### src/rtl/ifetch_queue_pkg.sv
// Shared definitions for the instruction fetch queue: fetch FSM states and
// byte-address width derivation.
package ifetch_queue_pkg;

    typedef enum logic [1:0] {
        IDLE  = 2'd0,
        FETCH = 2'd1,
        FLUSH = 2'd2
    } fetch_state_e;

    // Memory is sized in halfwords; the fetch address is a byte address.
    function automatic int addr_width_f(input int mem_depth);
        return $clog2(mem_depth * 2);
    endfunction

endpackage

### src/rtl/ifetch_queue_ir_fifo.sv
// Show-ahead instruction queue: head entry is visible combinationally, reads
// as zero when empty, and a flush empties it regardless of push/pop.
module ir_fifo
    import ifetch_queue_pkg::*;
#(
    parameter int QDEPTH = 4,
    parameter int DATA_W = 29
) (
    input  logic                         clk,
    input  logic                         rst,
    input  logic                         flush,
    input  logic                         push,
    input  logic [DATA_W-1:0]            push_data,
    input  logic                         pop,
    output logic [DATA_W-1:0]            head_data,
    output logic                         head_vld,
    output logic [$clog2(QDEPTH+1)-1:0]  count
);

    localparam int PW = $clog2(QDEPTH);
    localparam int CW = $clog2(QDEPTH + 1);

    logic [DATA_W-1:0] mem [QDEPTH];
    logic [PW:0]       wr_ptr;
    logic [PW:0]       rd_ptr;
    logic              do_pop;

    assign do_pop = pop && head_vld;

    always_ff @(posedge clk or posedge rst) begin
        if (rst) begin
            wr_ptr <= '0;
            rd_ptr <= '0;
        end else if (flush) begin
            wr_ptr <= '0;
            rd_ptr <= '0;
        end else begin
            if (push)
                wr_ptr <= wr_ptr + 1'b1;
            if (do_pop)
                rd_ptr <= rd_ptr + 1'b1;
        end
    end

    always_ff @(posedge clk) begin
        if (push && !flush)
            mem[wr_ptr[PW-1:0]] <= push_data;
    end

    assign head_vld  = (wr_ptr != rd_ptr);
    assign count     = CW'(wr_ptr - rd_ptr);
    assign head_data = head_vld ? mem[rd_ptr[PW-1:0]] : '0;

endmodule

### src/rtl/ifetch_queue.sv
// Instruction fetch unit: issues halfword reads to a 1-cycle-latency memory and
// buffers the returned instructions with their byte addresses for decode.
module ifetch_queue
    import ifetch_queue_pkg::*;
#(
    parameter int MEM_DEPTH = 2**12,
    parameter int QDEPTH    = 4,
    parameter int RESET_PC  = 0,
    localparam int ADDR_WIDTH = addr_width_f(MEM_DEPTH),
    localparam int CW         = $clog2(QDEPTH + 1)
) (
    input  logic                  clk,
    input  logic                  rst,
    input  logic                  i_en,
    input  logic                  i_mem_gnt,
    input  logic [0:1][7:0]       i_mem_do,
    output logic [ADDR_WIDTH-1:0] o_mem_addr,
    output logic                  o_mem_en,
    output logic                  o_mem_rd_en,
    input  logic                  i_redirect,
    input  logic [ADDR_WIDTH-1:0] i_redirect_addr,
    input  logic                  i_ir_ready,
    output logic [15:0]           o_ir,
    output logic [ADDR_WIDTH-1:0] o_ir_pc,
    output logic                  o_ir_valid,
    output logic [CW-1:0]         o_count
);

    fetch_state_e           state_q;
    fetch_state_e           state_d;
    logic [ADDR_WIDTH-1:0]  fetch_addr_q;
    logic                   issue_p0;
    logic                   rd_vld_p1;
    logic [ADDR_WIDTH-1:0]  rd_addr_p1;
    logic                   push_p1;
    logic [CW:0]            occupancy;
    logic [ADDR_WIDTH+15:0] head_data;
    logic                   unused_redirect_lsb;

    assign unused_redirect_lsb = i_redirect_addr[0];

    // Stage p0: issue. Space is reserved for the read still in flight.
    assign occupancy = {1'b0, o_count} + (CW+1)'(rd_vld_p1);
    assign issue_p0  = (state_q == FETCH) && i_en && i_mem_gnt && !i_redirect
                       && (occupancy < (CW+1)'(QDEPTH));

    always_comb begin
        state_d = state_q;
        case (state_q)
            IDLE:    if (i_en) state_d = FETCH;
            FETCH:   if (!i_en && !rd_vld_p1) state_d = IDLE;
            FLUSH:   state_d = i_en ? FETCH : IDLE;
            default: state_d = IDLE;
        endcase
        if (i_redirect && rd_vld_p1)
            state_d = FLUSH;
    end

    always_ff @(posedge clk or posedge rst) begin
        if (rst) begin
            state_q      <= IDLE;
            fetch_addr_q <= ADDR_WIDTH'(RESET_PC);
            rd_vld_p1    <= 1'b0;
        end else begin
            state_q   <= state_d;
            rd_vld_p1 <= issue_p0;
            if (i_redirect)
                fetch_addr_q <= {i_redirect_addr[ADDR_WIDTH-1:1], 1'b0};
            else if (issue_p0)
                fetch_addr_q <= fetch_addr_q + ADDR_WIDTH'(2);
        end
    end

    always_ff @(posedge clk) begin
        if (issue_p0)
            rd_addr_p1 <= fetch_addr_q;
    end

    // Stage p1: memory data returns; a redirect or flush discards it.
    assign push_p1 = rd_vld_p1 && (state_q != FLUSH) && !i_redirect;

    ir_fifo #(
        .QDEPTH (QDEPTH),
        .DATA_W (16 + ADDR_WIDTH)
    ) u_ir_fifo (
        .clk       (clk),
        .rst       (rst),
        .flush     (i_redirect),
        .push      (push_p1),
        .push_data ({i_mem_do[0], i_mem_do[1], rd_addr_p1}),
        .pop       (i_ir_ready),
        .head_data (head_data),
        .head_vld  (o_ir_valid),
        .count     (o_count)
    );

    assign o_mem_addr  = fetch_addr_q;
    assign o_mem_en    = issue_p0;
    assign o_mem_rd_en = issue_p0;
    assign o_ir        = head_data[ADDR_WIDTH+15:ADDR_WIDTH];
    assign o_ir_pc     = head_data[ADDR_WIDTH-1:0];

endmodule

### config.mk
export PLATFORM = sky130hd
export DESIGN_NAME = ifetch_queue
export DESIGN_NICKNAME = d
export VERILOG_FILES = /design/src/rtl/ifetch_queue_pkg.sv /design/src/rtl/ifetch_queue_ir_fifo.sv /design/src/rtl/ifetch_queue.sv
export SDC_FILE = /design/constraint.sdc
export NUM_CORES = 1
export LEC_CHECK = 0
export ABC_AREA = 1
export BUFFER_PORTS_ARGS = -buffer_cell sky130_fd_sc_hd__buf_2
export CAP_MARGIN = 40
export CORE_ASPECT_RATIO = 1.25
export CORE_MARGIN = 1.5
export CORE_UTILIZATION = 54
export DETAILED_ROUTE_END_ITERATION = 12
export PLACE_DENSITY = 0.75
export SYNTH_ARGS = -nofsm -noshare
export SYNTH_HDL_FRONTEND = slang
export SYNTH_SLANG_ARGS = --single-unit
### constraint.sdc
create_clock -name clk -period 4.2 [get_ports clk]
set_input_delay 0.42 -clock clk [delete_from_list [all_inputs] [get_ports clk]]
set_output_delay 0.42 -clock clk [all_outputs]
set_load 0.02 [all_outputs]
### After elaboration in Yosys (flattened, before gate mapping)

Memory sizes are Yosys's and may differ from the RTL's.
Cells that the tools add are included.

* bits in registers: 35
* RAM bits: 116
* input port bits: 35
* output and inout port bits: 48
* word-level logic and storage cells: 51
* memories: 1

Memory list
* u_ir_fifo.mem: depth 4, width 29, read ports 1, clocked after memory_dff 0, write ports 1, line ifetch_queue_ir_fifo.sv:23 `logic [DATA_W-1:0] mem [QDEPTH];`

* add/sub/neg operators: 5
* magnitude comparators: 1
* equality and inequality tests: 6
* mux-type cells: 14
* reduce and logical (&&, ||, !) cells: 18

Operators with widths (count)
* $mux W29: 1
* $mux W13: 2
* $add A13 B2 Y13 const B: 1
* $mux W3: 4
* $logic_and A1 B1 Y1: 10
* $add A3 B1 Y3 const B: 2
* $mux W2: 3
* $pmux W2 S3: 1
* $reduce_bool A2 Y1: 3
* $add A3 B1 Y4: 1
* $lt A4 B3 Y1 const B: 1
* $logic_not A1 Y1: 3
* $mux W1: 3
* $ne A3 B1 Y1 const B: 1
* $ne A3 B3 Y1: 1
* $ne A3 B3 Y1 const B: 1
* $sub A3 B3 Y3: 1
* $eq A2 B1 Y1 const B: 1
* $eq A2 B2 Y1 const B: 1
* $logic_not A2 Y1: 1
* $ne A2 B2 Y1 const B: 1
* $reduce_and A2 Y1: 1

### Depth between registers and ports, before layout

Gate-level depths: netlist (run 1).

* word-level depth: 7
* depth in mapped cells: 11

### By module

From an unflattened synthesis (run 1), not the netlist that was laid out.

* cell total of the unflattened synthesis: 553
* area, all modules: 6392.4 sq um

By module, submodules not included
* ir_fifo: instances 1, cells each 404, area each 5029.8 sq um, seq. area each 3633.5 sq um
* ifetch_queue: instances 1, cells each 149, area each 1362.6 sq um, seq. area each 735.7 sq um

### Least setup slack after synthesis (run 1)

No wires, ideal clock.

* path kind: input-to-reg
* start: input port i_redirect
* end: memory u_ir_fifo.mem[0][10] (enable)
* data arrival time: 2091 ps
* slack: 1696 ps
* cell stages on the path: 5
* path buffers: 2
* cells stage by stage: buf_6 -> inv_6 -> buf_2 -> nand2_1 -> nor2_1

* cells in the longest elaborated chain, start to end: 5

RTL lines
* from (decl): line ifetch_queue.sv:20 `input logic i_redirect,`
* $logic_not A1 Y1 *: line ifetch_queue_ir_fifo.sv:46, ifetch_queue.sv:80
* $logic_and A1 B1 Y1: line ifetch_queue.sv:80 `assign push_p1 = rd_vld_p1 && (state_q != FLUSH) && !i_redirect;`
* $logic_and A1 B1 Y1 *: line ifetch_queue_ir_fifo.sv:46 `if (push && !flush)`
* $mux W1 *: line ifetch_queue_ir_fifo.sv:46
* $mux W1 (not written as such) *: line ifetch_queue_ir_fifo.sv:47 `mem[wr_ptr[PW-1:0]] <= push_data;`
* to (decl): line ifetch_queue_ir_fifo.sv:23

Every way passes the cells marked *; elsewhere a longest branch is shown, timed or not.

### Final worst setup path (run 1)

* start: register u_ir_fifo.rd_ptr[1]
* end: output port o_ir[13]

* cells in the longest elaborated chain, start to end: 2
* elaborated cells on any way between the ends: 3
* classes of those cells: eq/ne (1); mux (1); memory (1)

RTL lines
* from (decl): line ifetch_queue_ir_fifo.sv:25 `logic [PW:0] rd_ptr;`
* from (signal assigned): line ifetch_queue_ir_fifo.sv:41 `rd_ptr <= rd_ptr + 1'b1;`
* $mem_v2 Z4 W29 or $ne A3 B3 Y1 (tied branches)
* $mux W29 *: line ifetch_queue_ir_fifo.sv:52 `assign head_data = head_vld ? mem[rd_ptr[PW-1:0]] : '0;`
* to (decl): line ifetch_queue.sv:23 `output logic [15:0] o_ir,`

Marks and branches as above.

==> impl_metrics.ini, run 1 <==
[run_status]
status = completed

[die]
fp-row-count = 43
dieArea_sq_um = 12200
core_sq_um = 11200
fp.dieW_um = 99.0
start_util = 0.556
die_h_um = 123
io_pins = 83

[layout]
area_growth_pct = 18.1
nNetsFinal = 687
drive_gt1_frac = 0.209
fill_cells = 824
insertedDiodeCount = 0

[critical_path]
path_buf_inv = 4
crit_top_cell = buf_4
critPathTopFamily = buffers and inverters
criticalPathCategory = flip-flop to primary output
startpoint = u_ir_fifo.rd_ptr[1]
worstPathMaxFanout = 31
crit_chain = buf_4 > inv_1 > ha_1 > nand2_1 > nor2_2 > buf_4 > a21oi_1 > buf_2
r2r_start = u_ir_fifo.rd_ptr[1]
worstPathRequired_ns = 3.78
slowest_stage = buf_4
cp-end-kind = primary output
worst_setup_path_start_kind = flip-flop
cp.arrival_ns = 2.47
cpPeakStageDelay_ns = 0.40

[synthesis]
netlist_instances = 562
syn_area_sq_um = 6220
synth_xor_area_frac = 0.00563
synth_mux_area_frac = 0
synth-adder-area-share = 0.0193
yosysSeqAreaShare = 0.683
syn_avg_cell_area_sq_um = 11.1
synth_seq_cells = 145
synth_compound_area_frac = 0.0800
ys_types = 32
synthSimpleGateAreaFrac = 0.167
yosys_warnings = 0
synth_top_family_by_area = simple AND/OR/NAND/NOR gates

[clock_tree]
clkTransAtPathRegs_ns = 0.06
hold_buffers = 1
clk_latency_ns = 0.42
htreeDepth = 4
cts_resized = 0
cts_tree = yes
cts_setup_buffers = 0
cts_root_buf = clkbuf_16
cts.sinks = 145
clockBufferDepth = 2
cts_buffers = 17

[route]
vias = 4270
wirelength_um = 12900
drtPass1Iterations = 5
vias_per_cell = 5.40
remaining_drc_errors = 0
drt_iter0_drc = 362
wl_per_cell_um = 16.3
ant_nets = 0

[timing]
fin_hold_ws_ns = 0.213
fmax_ghz = 0.346
tightest_slew_ns = 0.879
min_period_ns = 2.89
max_slew_margin = 0.413
slew_violations = 0
rsz0062_at_grt = false
finalSetupViolCount = 0
fin_crit_sh = 0.689
skew_ns = 0.00602
finalHoldViolCount = 0
setup-tns-final_ns = 0

[placed_design]
place_congestion = 0.894
dp_hpwl_um = 7440
io_buffer_count = 79

[worst_hold_path]
hold_class = primary input to flip-flop
hp-start = i_mem_do[8]

[pwr]
power_density_nw_per_um2 = 527
ir_worst_vdd_mv = 0.310
p_leak_nw = 2.97

[grt]
grt_pass1_wl_um = 20200
track_usage = 0.222
grt_pass1_vias = 4111
antenna_found_initial = 0
grt-ovfl-total = 0
grt_max_degree = 59

[run]
maxCapViolCount = 0
report_power, final:
| part | switching [mW] | leakage, nW | internal (mW) |
|---|---|---|---|
| registers | 0.0428 | 1.39 | 1.59 |
| clock network | 0.571 | 0.298 | 0.991 |
| logic | 0.472 | 1.29 | 0.201 |
| total | 1.09 | 2.97 | 2.79 |
sequential cells by signal, indices dropped and copies added (netlist names):
| register | flops |
|---|---|
| rd_addr_p1 | 12 |
| rd_vld_p1 | 1 |
| u_ir_fifo.mem | 112 |
| o_mem_addr | 12 |
| u_ir_fifo.rd_ptr | 3 |
| state_q | 2 |
| u_ir_fifo.wr_ptr | 3 |
metrics by stage:
step	setup WS, ns	cell area, sq um	instances	utilization	power, mW
2_1_floorplan	1.70	6230	563	-	2.14
3_3_place_gp	1.75	6690	757	0.598	2.32
3_5_place_dp	1.72	6720	758	0.601	2.34
4_1_cts	1.28	7350	791	0.657	3.89
5_1_grt	1.13	7350	791	0.657	4.03
6_report	1.31	7350	791	0.657	3.87
cell families (layout without fill, tap and decap cells):
kind of cell    count (synthesis)  in the layout
flops                         145            145
other cells                     1              2
xor+xnor                        4              4
buf+inv                        56            149
fa+ha+maj                       9              9
simple gates                  249            249
compound gates                 98             98
routing by layer:
metal  global-route usage  up-vias  part of all wire
met5                    0        -                 0
met4                0.103        0             0.020
met3               0.0520       21             0.059
met2                0.372      176              0.51
met1                0.275     2002              0.41
li1                     -     2071                 -
worst reg2reg max path, stage by stage, from the launching register on:
cell and delay (ns):
dfrtp_1 0.39, buf_4 0.40, inv_1 0.12, ha_1 0.30
nand2_1 0.06, nor2_2 0.09, buf_4 0.37, inv_1 0.12
nand2_1 0.12, o21ai_0 0.08, nor2_1 0.14
area by class of cell:
type                    instances  area [sq um]  share of cell area
flip-flops and latches        145          4250               0.578
inverters                      28           110              0.0150
well taps                     135           169              0.0230
clock inverters                14           189              0.0257
repair buffers                 89           493              0.0671
clock buffers                  18           429              0.0584
multi-input cells             362          1710               0.232
final timing paths:
kind                                              to  slack, ns  cells after the start
worst max-delay path                        o_ir[13]       1.31                      8
worst min-delay path            u_ir_fifo.mem[1][21]       0.21                      1
worst max register to register   u_ir_fifo.rd_ptr[0]       1.95                     10
worst min register to register            state_q[0]       0.47                      1
max in group asynchronous              o_mem_addr[3]       3.27                      4
min in group asynchronous        u_ir_fifo.rd_ptr[2]       0.52                      3
cells in the mapped netlist:
cell	n	area [sq um]
edfxtp_1	124	3720
inv_1	25	93.8
ha_1	8	100
conb_1	1	3.75
nand2_2	4	25.0
nor2_2	1	6.26
dfrtp_1	21	526
inv_6	1	8.76
a211oi_1	1	7.51
o21ai_1	8	40.0
fa_1	1	20.0
buf_1	1	3.75
nand3_1	27	135
buf_2	8	40.0
o21bai_1	1	7.51
o21a_1	1	7.51
xnor2_1	1	8.76
nor2_1	130	488
clkbuf_1	6	22.5
or2_2	1	6.26
clkbuf_2	2	10.0
inv_2	2	7.51
buf_6	3	33.8
buf_4	8	60.1
a21oi_1	32	160
nor2_8	1	20.0
nand2_1	78	293
o21ai_0	55	275
nand2_4	2	22.5
nor2_4	2	22.5
xor2_1	3	26.3
nand4_1	3	18.8
cells in the final DEF (no fill, tap or decap), types with 3 or more instances in the layout:
cell type  synthesis  layout
nand3_1           27      27
a21oi_1           32      32
o21ai_0           55      55
o21ai_1            8       8
clkinv_2           0       3
xor2_1             3       3
nor2_2             1       5
nand2_2            4       4
nor2_1           130     126
buf_4              8       8
edfxtp_1         124     124
buf_2              8      79
clkbuf_16          0      17
nand4_1            3       3
dfrtp_1           21      20
nand2_1           78      78
clkinv_4           0       3
bufinv_16          0       4
inv_1             25      25
ha_1               8       8
Power figures use the tool's default switching activity.
==> run 2, diff against run 1 <==
- clock period: 4.2 -> 3 ns (I/O delays scaled with it)
==> impl_metrics.ini, run 2 (synthesis gave the netlist of run 1 again) <==
[run_status]
status = completed

[critical_path]
worstPathRequired_ns = 2.70
r2r_slack_ns = 0.86
crit_top_cell = inv_1
crit_chain = inv_1 > ha_1 > fa_1 > inv_1 > nand3_1 > nand2_4 > nor2_8 > buf_2
r2r_cells = 10
slowest_stage = fa_1
worstReg2RegEnd = o_mem_addr[3]
path_buf_inv = 3
worstPathMaxFanout = 21
cp.arrival_ns = 2.42
criticalPathCategory = flip-flop to primary output
r2r_start = u_ir_fifo.wr_ptr[0]
critPathTopFamily = adder cells
cp-end-kind = primary output
worst_setup_path_start_kind = flip-flop
cpPeakStageDelay_ns = 0.48

[clock_tree]
clockBufferDepth = 2
cts_resized = 0
htreeDepth = 4
clkTransAtPathRegs_ns = 0.05
cts_buffers = 17
cts_tree = yes
cts_root_buf = clkbuf_16
cts.sinks = 145
clk_latency_ns = 0.42

[timing]
tightest_slew_ns = 0.826
min_period_ns = 2.72
fmax_ghz = 0.367
finalSetupViolCount = 0
finalHoldViolCount = 0
fin_hold_ws_ns = 0.0985
max_slew_margin = 0.448
fin_crit_sh = 0.908
slew_violations = 0
rsz0062_at_grt = false
setup-tns-final_ns = 0
skew_ns = 0.00643
fin_ws_ns = 0.275

[route]
remaining_drc_errors = 0
ant_nets = 0
drt_iter0_drc = 424
vias = 4297
wl_per_cell_um = 16.1
vias_per_cell = 5.45
wirelength_um = 12700
drtPass1Iterations = 5

[die]
fp-row-count = 43
start_util = 0.556
die_h_um = 123
dieArea_sq_um = 12200
core_sq_um = 11200
fp.dieW_um = 99.0
io_pins = 83

[grt]
grt-ovfl-total = 0
track_usage = 0.225
antenna_found_initial = 0
grt_max_degree = 59
grt_pass1_wl_um = 20600
grt_pass1_vias = 4288

[pwr]
p_leak_nw = 2.92
ir_worst_vdd_mv = 0.389
power_density_nw_per_um2 = 699

[layout]
largest_reg_flops = 112
fill_cells = 878
insertedDiodeCount = 0
drive_gt1_frac = 0.196
nNetsFinal = 687
seq_area_sq_um = 4250
multi_input_area_sq_um = 1710
area_growth_pct = 16.3
final_area_sq_um = 7240
final_cell_mix = nor2_1 (126), edfxtp_1 (124), buf_2 (79)
layout_commonest_cell = nor2_1
fin_cells = 789

[placed_design]
dp_hpwl_um = 7380
io_buffer_count = 79
place_area_sq_um = 6720
place_congestion = 0.882
pre_cts_slack_ns = 0.733
place_inst = 758

[worst_hold_path]
hold_depth = 1
hold_class = primary input to flip-flop
hp-start = i_mem_do[14]
hold_end = u_ir_fifo.mem[2][27]

[run]
maxCapViolCount = 0
## run 2: cell count changes in the layout (fill, tap and decap cells not counted), sizes merged
cell,change
clkinv,+2
inv,-1
bufinv,-3
clkbuf,+1
clkinvlp,-1
## run 2: metal layers
| layer | share of wire | up-vias | GRT usage | wire, um |
|---|---|---|---|---|
| li1 | - | 2069 | - | - |
| met3 | 0.057 | 22 | 0.0554 | 720 |
| met4 | 0.020 | 0 | 0.107 | 257 |
| met1 | 0.41 | 2061 | 0.270 | 5180 |
| met5 | 0 | - | 0 | 0 |
| met2 | 0.51 | 145 | 0.384 | 6520 |
## run 2: worst max path at each step
stage,start,to,slack (ns),cells past startpoint
2_1_floorplan,i_redirect,u_ir_fifo.mem[0][10],0.62,5
3_3_place_gp,u_ir_fifo.wr_ptr[0],o_mem_rd_en,0.75,8
3_5_place_dp,u_ir_fifo.wr_ptr[0],o_mem_rd_en,0.73,8
4_1_cts,u_ir_fifo.wr_ptr[0],o_mem_rd_en,0.26,8
5_1_grt,u_ir_fifo.wr_ptr[0],o_mem_rd_en,0.20,8
6_report,u_ir_fifo.wr_ptr[0],o_mem_rd_en,0.28,8
## run 2: layout make-up
cell class                      count  share of cell area
Sequential cell                   145               0.587
Multi-Input combinational cell    362               0.236
Timing Repair Buffer               89              0.0681
Clock buffer                       19              0.0598
Tap cell                          135              0.0233
Inverter                           28              0.0152
Clock inverter                     11              0.0102
## run 2: report_power, final
group,internal (mW),leakage (nW),total [mW],switching [mW]
clock network,1.10,0.245,1.83,0.724
registers,2.23,1.39,2.29,0.0600
logic,0.281,1.29,0.939,0.658
## run 2: repair_timing
item                                   CTS  global route
setup buffers                            0             0
endpoints found under the hold margin    5             0
hold buffers                             1             0
## run 2: per-stage QoR
stage               power (mW)  utilization
finish                    5.06        0.647
global placement          3.24        0.598
CTS                       5.08        0.647
global route              5.28        0.647
floorplan                 2.99            -
detailed placement        3.27        0.601
==> run 3, diff against run 2 <==
- CORE_UTILIZATION: 54 -> 55
- PLACE_DENSITY: 0.75 -> 0.77
==> impl_metrics.ini, run 3 (synthesis gave the netlist of run 1 again) <==
[route]
ant_nets = 0
wirelength_um = 12900
drt_iter0_drc = 292
vias = 4298
wl_met3_um = 791
drt-met1-wl_um = 5110
remaining_drc_errors = 0
met2_length_um = 6780
top_layer_used = met4
drtPass1Iterations = 4
wl_per_cell_um = 16.2
vias_per_cell = 5.40

[timing]
finalHoldViolCount = 0
max_slew_margin = 0.574
min_period_ns = 2.78
skew_ns = 0.00565
setup-tns-final_ns = 0
fmax_ghz = 0.360
rsz0062_at_grt = false
fin_crit_sh = 0.927
tightest_slew_ns = 0.639
fin_ws_ns = 0.220
finalSetupViolCount = 0
slew_violations = 0

[pwr]
ir_worst_vdd_mv = 0.422
p_total_mw = 5.29
p_leak_nw = 2.98
power_density_nw_per_um2 = 720

[layout]
largest_reg_flops = 112
area_growth_pct = 18.0
final_cell_mix = nor2_1 (126), edfxtp_1 (124), buf_2 (79)
drive_gt1_frac = 0.210
nNetsFinal = 692
insertedDiodeCount = 0
final_util = 0.663
layout_commonest_cell = nor2_1

[grt]
grt_pass1_vias = 4197
track_usage = 0.222
grt_max_degree = 60
grt_pass1_wl_um = 20200
grt-ovfl-total = 0
antenna_found_initial = 0

[critical_path]
worstPathMaxFanout = 16
crit_top_cell = inv_1
cp_num_cells = 8
worstReg2RegEnd = rd_addr_p1[2]
worst_setup_path_start_kind = flip-flop
cp.arrival_ns = 2.48
startpoint = u_ir_fifo.wr_ptr[0]
r2r_slack_ns = 0.65
critPathCapture = o_mem_rd_en
criticalPathCategory = flip-flop to primary output
crit_chain = inv_1 > ha_1 > fa_1 > inv_1 > nand3_1 > nand2_4 > nor2_8 > buf_2
path_buf_inv = 3
r2r_start = u_ir_fifo.wr_ptr[0]
critPathTopFamily = adder cells
r2r_cells = 8
worstPathRequired_ns = 2.70
slowest_stage = fa_1
cp-end-kind = primary output
cpPeakStageDelay_ns = 0.52

[die]
start_util = 0.562
fp-row-count = 43
dieArea_sq_um = 12000
core_sq_um = 11100
die_h_um = 122
io_pins = 83
fp.dieW_um = 98.1

[run_status]
status = completed

[clock_tree]
cts_buffers = 17
cts_tree = yes
clk_latency_ns = 0.41
clkTransAtPathRegs_ns = 0.06
cts.sinks = 145
clockBufferDepth = 2
cts_root_buf = clkbuf_16
cts_setup_buffers = 0
htreeDepth = 4
cts_resized = 0

[worst_hold_path]
hold_class = primary input to flip-flop
hp-start = i_mem_do[11]

[run]
maxCapViolCount = 0

[placed_design]
io_buffer_count = 79
dp_hpwl_um = 7940
pre_cts_slack_ns = 0.694
place_congestion = 0.863
-- run 3: changes by cell type in the layout (fill, tap and decap cells not counted), sizes merged --
cell and change:
buf +5, clkinv +1, bufinv +2, clkbuf -1
-- run 3: power breakdown --
| part | switching, mW | internal, mW | leakage, nW |
|---|---|---|---|
| Clock | 0.756 | 1.29 | 0.283 |
| Sequential | 0.0669 | 2.23 | 1.39 |
| Combinational | 0.656 | 0.291 | 1.31 |
-- run 3: metal layers --
metal  global-route usage  up-vias
li1                     -     2089
met4                0.108        0
met5                    0        -
met3               0.0551       22
met1                0.255     2027
met2                0.391      160
-- run 3: worst register-to-register path, delay by kind of cell (launching register included) --
family	cells	cell delay [ns]
fa+ha+maj	2	0.74
simple gates	3	0.50
flops	1	0.38
buf+inv	3	0.44
-- run 3: through the flow --
step	cell area, sq um	hold slack (ns)	instances
4_1_cts	7340	0.0774	796
2_1_floorplan	6230	0.277	563
3_3_place_gp	6730	0.437	762
5_1_grt	7340	0.0922	796
6_report	7340	0.0997	796
3_5_place_dp	6760	0.247	763
-- run 3: timing repair --
item	4_1_cts	5_1_grt
hold buffers	1	0
hold endpoints to repair	4	0
endpoints found under the setup margin	0	0
-- run 3: area by class of cell --
cell class,instances,area [sq um]
well taps,135,169
clock buffers,18,429
repair buffers,94,531
inverters,28,110
multi-input cells,362,1710
flip-flops and latches,145,4250
clock inverters,14,146
fillers,822,3740
-- run 3: how the worst min path moves through the flow --
stage / to / slack (ns) / cells past startpoint
finish: u_ir_fifo.mem[3][24] / 0.1 / 1
floorplan: o_mem_addr[10] / 0.28 / 1
global placement: state_q[0] / 0.44 / 1
global route: u_ir_fifo.mem[2][24] / 0.09 / 1
CTS: u_ir_fifo.mem[3][24] / 0.08 / 1
detailed placement: u_ir_fifo.wr_ptr[2] / 0.25 / 2
